`src/rtl/mem_stage_lsu_pkg.sv`:
```
// Shared definitions for the MEM-stage load/store unit: access-size codes,
// FSM state encoding, byte-enable lane constants, captured-request payload
// and the alignment rule.
package mem_stage_lsu_pkg;

    // Access size encodings as carried on req_size.
    localparam logic [1:0] SZ_BYTE = 2'b00;
    localparam logic [1:0] SZ_HALF = 2'b01;
    localparam logic [1:0] SZ_WORD = 2'b10;
    localparam logic [1:0] SZ_RSVD = 2'b11;

    // Byte-enable patterns; bit 3 is the most significant lane (addr offset 0).
    localparam logic [3:0] BE_NONE    = 4'b0000;
    localparam logic [3:0] BE_ALL     = 4'b1111;
    localparam logic [3:0] BE_HI_HALF = 4'b1100;
    localparam logic [3:0] BE_LO_HALF = 4'b0011;
    localparam logic [3:0] BE_BYTE0   = 4'b1000;

    typedef enum logic [1:0] {
        ST_IDLE  = 2'd0,
        ST_ISSUE = 2'd1,
        ST_DONE  = 2'd2
    } lsu_state_e;

    // Request fields held for the duration of an access.
    typedef struct packed {
        logic       rw;
        logic [1:0] size;
        logic       se;
        logic [1:0] lane;
        logic [4:0] rd;
    } lsu_req_t;

    // Natural alignment check; the reserved size is always rejected.
    function automatic logic is_misaligned(input logic [1:0] size, input logic [1:0] lane);
        logic bad;
        bad = 1'b1;
        case (size)
            SZ_BYTE: bad = 1'b0;
            SZ_HALF: bad = lane[0];
            SZ_WORD: bad = (lane != 2'b00);
            default: bad = 1'b1;
        endcase
        return bad;
    endfunction

endpackage

```
`src/rtl/lsu_lane_fmt.sv`:
```
// Combinational big-endian lane formatter.
// Store side: replicates store data across lanes and builds byte enables.
// Load side: extracts the addressed byte/halfword and sign- or zero-extends.
// Ports:
//   st_size, st_lane, st_wdata  store request (size, addr[1:0], right-justified data)
//   st_data_c, st_be_c          lane-steered store data and byte enables
//   ld_size, ld_lane, ld_se     load request (size, addr[1:0], sign-extend)
//   ld_rdata                    raw memory word
//   ld_data_c                   formatted load result
module lsu_lane_fmt
    import mem_stage_lsu_pkg::*;
(
    input  logic [1:0]  st_size,
    input  logic [1:0]  st_lane,
    input  logic [31:0] st_wdata,
    output logic [31:0] st_data_c,
    output logic [3:0]  st_be_c,
    input  logic [1:0]  ld_size,
    input  logic [1:0]  ld_lane,
    input  logic        ld_se,
    input  logic [31:0] ld_rdata,
    output logic [31:0] ld_data_c
);

    logic [7:0]  byte_sel;
    logic [15:0] half_sel;

    // Store steering: narrow data is replicated so any enabled lane sees it.
    always_comb begin
        st_data_c = '0;
        st_be_c   = BE_NONE;
        case (st_size)
            SZ_BYTE: begin
                st_data_c = {4{st_wdata[7:0]}};
                st_be_c   = BE_BYTE0 >> st_lane;
            end
            SZ_HALF: begin
                st_data_c = {2{st_wdata[15:0]}};
                st_be_c   = st_lane[1] ? BE_LO_HALF : BE_HI_HALF;
            end
            SZ_WORD: begin
                st_data_c = st_wdata;
                st_be_c   = BE_ALL;
            end
            default: ;
        endcase
    end

    // Load lane selection: offset 0 lives in the most significant byte.
    always_comb begin
        byte_sel = ld_rdata[31:24];
        case (ld_lane)
            2'd0:    byte_sel = ld_rdata[31:24];
            2'd1:    byte_sel = ld_rdata[23:16];
            2'd2:    byte_sel = ld_rdata[15:8];
            default: byte_sel = ld_rdata[7:0];
        endcase
        half_sel = ld_lane[1] ? ld_rdata[15:0] : ld_rdata[31:16];
    end

    // Load extension.
    always_comb begin
        ld_data_c = '0;
        case (ld_size)
            SZ_BYTE: ld_data_c = ld_se ? {{24{byte_sel[7]}}, byte_sel} : {24'h0, byte_sel};
            SZ_HALF: ld_data_c = ld_se ? {{16{half_sel[15]}}, half_sel} : {16'h0, half_sel};
            SZ_WORD: ld_data_c = ld_rdata;
            default: ld_data_c = '0;
        endcase
    end

endmodule

```
`src/rtl/mem_stage_lsu.sv`:
```
// MEM-stage load/store unit with a request/acknowledge data-memory port.
// Stalls the pipeline while an access is outstanding, flags misaligned
// requests, and declares a bus error if the memory does not acknowledge
// within TIMEOUT_CYC cycles.
// Ports:
//   clk, reset                  clock, asynchronous active-low reset
//   req_*                       memory instruction from EX/MEM
//   stall                       freeze upstream pipeline registers
//   mem_req/we/addr/be/wdata    data-memory request (held until ack)
//   mem_ack, mem_rdata          data-memory completion and read word
//   ld_valid, ld_data, ld_rd    load result for MEM/WB (one-cycle pulse)
//   mis_align, bus_err          one-cycle fault pulses
module mem_stage_lsu
    import mem_stage_lsu_pkg::*;
#(
    parameter int unsigned ADDR_W      = 9,
    parameter int unsigned TIMEOUT_CYC = 16
) (
    input  logic              clk,
    input  logic              reset,
    input  logic              req_valid,
    input  logic              req_rw,
    input  logic [1:0]        req_size,
    input  logic              req_se,
    input  logic [31:0]       req_addr,
    input  logic [31:0]       req_wdata,
    input  logic [4:0]        req_rd,
    output logic              stall,
    output logic              mem_req,
    output logic              mem_we,
    output logic [ADDR_W-1:0] mem_addr,
    output logic [3:0]        mem_be,
    output logic [31:0]       mem_wdata,
    input  logic              mem_ack,
    input  logic [31:0]       mem_rdata,
    output logic              ld_valid,
    output logic [31:0]       ld_data,
    output logic [4:0]        ld_rd,
    output logic              mis_align,
    output logic              bus_err
);

    localparam int unsigned CNT_W = $clog2(TIMEOUT_CYC);
    localparam logic [CNT_W-1:0] CNT_LAST = CNT_W'(TIMEOUT_CYC - 1);

    lsu_state_e       state_q;
    lsu_state_e       state_d;
    lsu_req_t         req_q;
    logic [CNT_W-1:0] cnt_q;
    logic             capture;
    logic             finish;
    logic [31:0]      st_data_c;
    logic [3:0]       st_be_c;
    logic [31:0]      ld_fmt_c;
    logic             unused_addr_hi;

    // Address bits above the RAM window are not decoded.
    assign unused_addr_hi = ^req_addr[31:ADDR_W];

    lsu_lane_fmt u_fmt (
        .st_size   (req_size),
        .st_lane   (req_addr[1:0]),
        .st_wdata  (req_wdata),
        .st_data_c (st_data_c),
        .st_be_c   (st_be_c),
        .ld_size   (req_q.size),
        .ld_lane   (req_q.lane),
        .ld_se     (req_q.se),
        .ld_rdata  (mem_rdata),
        .ld_data_c (ld_fmt_c)
    );

    // State register.
    always_ff @(posedge clk or negedge reset) begin
        if (!reset) begin
            state_q <= ST_IDLE;
        end else begin
            state_q <= state_d;
        end
    end

    // Next state and combinational pulses. While reset is held the flags stay
    // low even if EX/MEM is still presenting a request.
    always_comb begin
        state_d   = state_q;
        stall     = 1'b0;
        mis_align = 1'b0;
        bus_err   = 1'b0;
        capture   = 1'b0;
        finish    = 1'b0;
        if (reset) begin
            case (state_q)
                ST_IDLE: begin
                    if (req_valid) begin
                        if (is_misaligned(req_size, req_addr[1:0])) begin
                            mis_align = 1'b1;
                        end else begin
                            stall   = 1'b1;
                            capture = 1'b1;
                            state_d = ST_ISSUE;
                        end
                    end
                end
                ST_ISSUE: begin
                    stall = 1'b1;
                    // An ack in the timeout cycle still counts as a completion.
                    if (mem_ack) begin
                        finish  = 1'b1;
                        state_d = ST_DONE;
                    end else if (cnt_q == CNT_LAST) begin
                        bus_err = 1'b1;
                        finish  = 1'b1;
                        state_d = ST_DONE;
                    end
                end
                ST_DONE: begin
                    state_d = ST_IDLE;
                end
                default: begin
                    state_d = ST_IDLE;
                end
            endcase
        end
    end

    // Captured request, memory port, timeout counter and load result.
    always_ff @(posedge clk or negedge reset) begin
        if (!reset) begin
            req_q     <= '0;
            mem_req   <= 1'b0;
            mem_we    <= 1'b0;
            mem_addr  <= '0;
            mem_be    <= BE_NONE;
            mem_wdata <= '0;
            cnt_q     <= '0;
            ld_valid  <= 1'b0;
            ld_data   <= '0;
            ld_rd     <= '0;
        end else begin
            if (capture) begin
                req_q.rw   <= req_rw;
                req_q.size <= req_size;
                req_q.se   <= req_se;
                req_q.lane <= req_addr[1:0];
                req_q.rd   <= req_rd;
                mem_req    <= 1'b1;
                mem_we     <= req_rw;
                mem_addr   <= {req_addr[ADDR_W-1:2], 2'b00};
                mem_be     <= req_rw ? st_be_c : BE_ALL;
                mem_wdata  <= req_rw ? st_data_c : 32'h0;
            end else if (finish) begin
                mem_req   <= 1'b0;
                mem_we    <= 1'b0;
                mem_addr  <= '0;
                mem_be    <= BE_NONE;
                mem_wdata <= '0;
            end

            cnt_q <= ((state_q == ST_ISSUE) && !finish) ? cnt_q + CNT_W'(1) : '0;

            ld_valid <= finish && !req_q.rw;
            if (finish && !req_q.rw) begin
                ld_data <= mem_ack ? ld_fmt_c : 32'h0;
                ld_rd   <= req_q.rd;
            end
        end
    end

endmodule

```
`config.mk`:
```
export PLATFORM = sky130hd
export DESIGN_NAME = mem_stage_lsu
export DESIGN_NICKNAME = d
export VERILOG_FILES = /design/src/rtl/mem_stage_lsu_pkg.sv /design/src/rtl/lsu_lane_fmt.sv /design/src/rtl/mem_stage_lsu.sv
export SDC_FILE = /design/constraint.sdc
export NUM_CORES = 1
export LEC_CHECK = 0
export BUFFER_PORTS_ARGS = -buffer_cell sky130_fd_sc_hd__buf_4
export CORE_AREA = 2 2 101 122
export CTS_CLUSTER_SIZE = 8
export DETAILED_ROUTE_END_ITERATION = 16
export DIE_AREA = 0 0 103 124
export GPL_ROUTABILITY_DRIVEN = 0
export PLACE_DENSITY = 0.87
export SKIP_LAST_GASP = 1
export SLEW_MARGIN = 0
export SYNTH_ARGS = -nofsm -noshare
export SYNTH_HDL_FRONTEND = slang
export SYNTH_HIERARCHICAL = 1
export SYNTH_SLANG_ARGS = --single-unit
```
`constraint.sdc`:
```
create_clock -name clk -period 4.6 [get_ports clk]
set_input_delay 0.46 -clock clk [delete_from_list [all_inputs] [get_ports clk]]
set_output_delay 0.46 -clock clk [all_outputs]
set_load 0.02 [all_outputs]
```
# Word level (Yosys, flattened, before mapping)
# Index checks and enable logic that the tools add are counted.
# Widths: inputs -> output; s select.
# word_totals
register_bits	102
wordCells	86
output_inout_bits	88
# classes
shift	1
n_eq_ne	11
add_sub_neg	1
n_mux	47
reduce_logical	11
# op_table
cell	n
$mux 32	6
$pmux 32 s3	2
$pmux 8 s3	1
$mux 1	22
$mux 4	5
$mux 9	2
$mux 16	1
$pmux 4 s3	1
$eq 2x1->1 const B	4
$logic_not 2->1	4
$mux 2	4
$eq 2x2->1 const B	3
$add 4x1->4 const B	1
$eq 4x4->1 const B	1
$ne 2x2->1 const B	2
$pmux 2 s2	1
$reduce_and 4->1	1
$reduce_bool 2->1	2
$shr 4x2->4 const A	1
$ne 3x3->1 const B	1
$pmux 1 s3	1
$logic_and 1x1->1	2
$logic_not 1->1	2
$pmux 1 s2	1

# Longest topological paths before layout
# depth
word_depth	10
ltp_mapped	8
mapped_depth_nobuf	5

# Cells and area by module
# The synthesis kept the hierarchy.
# by_module_without_submodules
mod	area_per_inst_um2	n_inst	cells_each	seq_area_each_um2
mem_stage_lsu	5112.4	1	472	2502.4
lsu_lane_fmt	1376.3	1	209	0.0

# Least setup slack after synthesis
# OpenSTA, ideal clock, no wires.
# synth_path
path_type	register to output
start	reg state_q[0]
end	out mis_align
required_ns	4.140
setup_slack_ns	2.759
path_stages_with_launch	4
t_arrival_ns	1.381
path_cell_list	dfrtp_1 > buf_2 > and4bb_2 > nor3b_1
# synth_via
elab_chain_len	3
# synth_lines
element	line	rtl
start: declaration	mem_stage_lsu.sv:46	lsu_state_e state_q;
start signal: assignment	mem_stage_lsu.sv:78	state_q <= state_d;
$logic_not 2->1	mem_stage_lsu.sv:92	case (state_q)
$mux 1	mem_stage_lsu.sv:92	
$mux 1	mem_stage_lsu.sv:91	if (reset) begin
end: declaration	mem_stage_lsu.sv:39	output logic mis_align,
# No other way between the ends.

# Final worst setup path
# layout_path
start	reg state_q[0]
end	out stall
# layout_via
elab_chain_len	3
elab_cells_between_ends	4
# layout_lines
element	line	rtl
$eq 2x1->1 / $logic_not 2->1 (equally long branches)	mem_stage_lsu.sv:92	
$pmux 1 s2 *	mem_stage_lsu.sv:92	
$mux 1 *	mem_stage_lsu.sv:91	
end: declaration	mem_stage_lsu.sv:28	output logic stall,
# Mark *: on every way between the ends. The rest lies on a longest branch, timed or not.

==> flow_summary.json <==
{
  "grt_max_degree": 79,
  "ctsHtreeMaxLevel": 3,
  "detailroute.via_count": 6061,
  "post_dp_hpwl_mm": 12.3,
  "critical_path.startpoint_type": "register",
  "largest_driver_fanout_on_the_critical_path": 77,
  "syn-cell-area_mm2": 0.00649,
  "max_cap_violations": 0,
  "grt_util_all_layers_pct": 27.5,
  "power.share.clock_pct": 16.0,
  "vdd_drop_max_v": 0.000348,
  "final_util_pct": 69.7,
  "period_minus_slack_ps": 3180,
  "seqPwrFrac_pct": 33.2,
  "layout_worst_path_cycle_share_pct": 69.1,
  "synth.largest_area_cell": "dfrtp_1",
  "drcViolationCount": 0,
  "number_of_antenna_violations_at_the_first_check_in_global_routing": 0,
  "portBuffers": 171,
  "critical_path.endpoint_type": "primary output",
  "cts.repair.resized": 0,
  "num_ports": 197,
  "num_antenna_cells": 0,
  "yosysTopAreaCellShare_pct": 38.6,
  "dieArea_mm2": 0.0128,
  "cts_made_buffers": 9,
  "timing.hold.worst.class": "in2async",
  "dieWidth_um": 103,
  "grt_pass1_vias": 5766,
  "post-synth-top-count-cell": "dfrtp_1",
  "finalSetupViolations": 0,
  "wl_mm": 18.0,
  "drtAntennaViolNets": 0,
  "outcome": "completed",
  "crit_path_frequent_cell": "buf_4",
  "postCtsSetupRepairBufs": 0,
  "worst_skew_ps": 6.23,
  "slew_headroom_pct": 20.0,
  "netSwitchingPower_w": 0.00218,
  "synth_top_cells_by_count": "dfrtp_1, nand2_1, nor2b_1",
  "number_of_distinct_library_cells_after_synthesis": 47,
  "timing.rr.start": "req_q[8]",
  "arrival_ps": 2720,
  "vias_cell": 6.26,
  "worstPathCellList": "buf_4 > and4bb_2 > o21ai_1 > nand2_1 > buf_4",
  "cpPeakStageDelay_ps": 630,
  "fin_nets": 916,
  "cp_slowest_cell": "buf_4",
  "slew_viol_final": 0,
  "post_synthesis_sequential_area_ratio_pct": 38.6,
  "syn_area_per_cell_um2": 9.53,
  "drt_iter0_drc": 474,
  "timing.setup.critical_path_class": "reg2out",
  "synth.top_cells.by_area": "dfrtp_1, mux2i_1, a221o_1",
  "power-per-cell-area_mw_per_mm2": 647,
  "globalRouteOverflowTotal": 0,
  "die_height_um": 124,
  "critPathRequiredTime_ps": 4140,
  "rsz0062_at_grt": "no",
  "top_ff_cell_synth": "dfrtp_1",
  "floorplan.initialDensity_pct": 56.4,
  "clk_latency_ps": 340,
  "clock-root-buffer": "clkbuf_16",
  "cts-hold-fix-buffers": 0,
  "switching_share_pct": 41.9,
  "wire_per_inst_um": 18.6,
  "syn_inst": 681,
  "yosysWarnings": 6,
  "clk_pin_slew_ps": 70,
  "global_route_wire_length_before_repair_mm": 28.1,
  "timing_hold_violations_final": 0,
  "internal_power_w": 0.00302,
  "worst_setup_path_startpoint": "state_q[0]",
  "post_synth_edffs": 0,
  "nFillCells": 910,
  "comb_power_share_pct": 50.8,
  "setup_tns_ps": 0,
  "transition_time_at_the_pin_with_the_least_slew_margin_ps": 1200,
  "cellLeakagePower_nw": 3.75,
  "async_reset_ff_share_pct": 100,
  "share_of_cells_above_drive_strength_1_pct": 27.5,
  "syn_to_final_growth_pct": 23.8,
  "clock_sinks": 100,
  "core.rowCount": 43,
  "core_mm2": 0.0115,
  "firstDrtPassIters": 6,
  "max_freq_ghz": 0.315,
  "cts_tree": "yes",
  "clockBufferDepth": 2,
  "ys_ff_latch": 100
}
## path summary, 6_finish.rpt
check,endpoint,slack [ps],depth (start not counted)
min in group clk,req_q[7],350,2
worst min-delay path,req_q[2],80,1
worst max register to register,ld_data[0],1990,4
worst min register to register,cnt_q[0],480,1
worst max-delay path,stall,1420,5
max in group asynchronous,ld_data[13],3260,2
## cell families after synthesis
kind of cell,synth area share (%)
and+or+nand+nor,18.3
AOI/OAI and AO/OA,23.7
buffers and inverters,7.10
adders and majority gates,0.193
muxes,11.8
other,0.0578
xor gates and xnor gates,0.270
DFF,38.6
## through the flow
| stage | cell area (um2) | worst slack, ps | hold WS, ps | total power, W | instances |
|---|---|---|---|---|---|
| 3_5_place_dp | 7710 | 1770 | 451 | 0.00436 | 952 |
| 3_3_place_gp | 7710 | 1820 | 445 | 0.00425 | 952 |
| 6_report | 8030 | 1420 | 78.1 | 0.00520 | 968 |
| 2_1_floorplan | 6490 | 2760 | 164 | 0.00342 | 682 |
| 5_1_grt | 8030 | 1250 | 103 | 0.00551 | 968 |
| 4_1_cts | 8030 | 1420 | 80.4 | 0.00521 | 968 |
## state kept, by name, indices dropped and copies added, names as in the netlist
signal and count:
state_q 2, ld_data 32, req_q 11, mem_wdata 32, ld_rd 5, mem_be 4
mem_req 1, ld_valid 1, mem_we 1, cnt_q 4, mem_addr 7
## layout make-up
class / count / area, um2 / area share, %
multi-input cells: 480 / 3530 / 44.0
flip-flops and latches: 100 / 2500 / 31.2
repair buffers: 177 / 1330 / 16.5
clock buffers: 9 / 225 / 2.80
well taps: 157 / 196 / 2.45
inverters: 38 / 143 / 1.78
clock inverters: 7 / 98.8 / 1.23
## critical path, delay by kind of cell (launching register included)
family / cells / cell delay [ps]
AOI/OAI and AO/OA: 1 / 490
buffers and inverters: 2 / 830
DFF: 1 / 530
and+or+nand+nor: 2 / 510
## routing by layer
metal  track usage [%]  vias up  share of wire, %
met5                 0        -                 0
met1              35.2     2920                39
li1                  -     2733                 -
met4              10.4        0               2.9
met3              5.72       38               9.6
met2              45.7      370                48
## placed cells by master, fill, tap and decap left out, drive strengths merged, types with 9 or more instances in the layout
cell type / netlist / routed
o21ai: 22 / 22
o2bb2ai: 41 / 41
a21o: 10 / 10
mux2i: 48 / 48
mux2: 25 / 25
a22oi: 13 / 13
buf: 29 / 177
nor2b: 52 / 52
a21oi: 22 / 22
clkbuf: 35 / 9
o211ai: 17 / 17
a221o: 40 / 40
o221ai: 18 / 18
nand3b: 40 / 40
nor2: 11 / 11
inv: 38 / 40
nand2: 74 / 74
dfrtp: 100 / 100
## power by group through the flow
| stage | Combinational [W] | Sequential [W] | Clock, W |
|---|---|---|---|
| 6_report | 0.00264 | 0.00173 | 0.000830 |
| 5_1_grt | 0.00284 | 0.00179 | 0.000879 |
| 4_1_cts | 0.00264 | 0.00172 | 0.000845 |
| 3_5_place_dp | 0.00263 | 0.00173 | 0 |
| 3_3_place_gp | 0.00255 | 0.00170 | 0 |
| 2_1_floorplan | 0.00146 | 0.00196 | 0 |
Power figures use the tool's default switching activity.
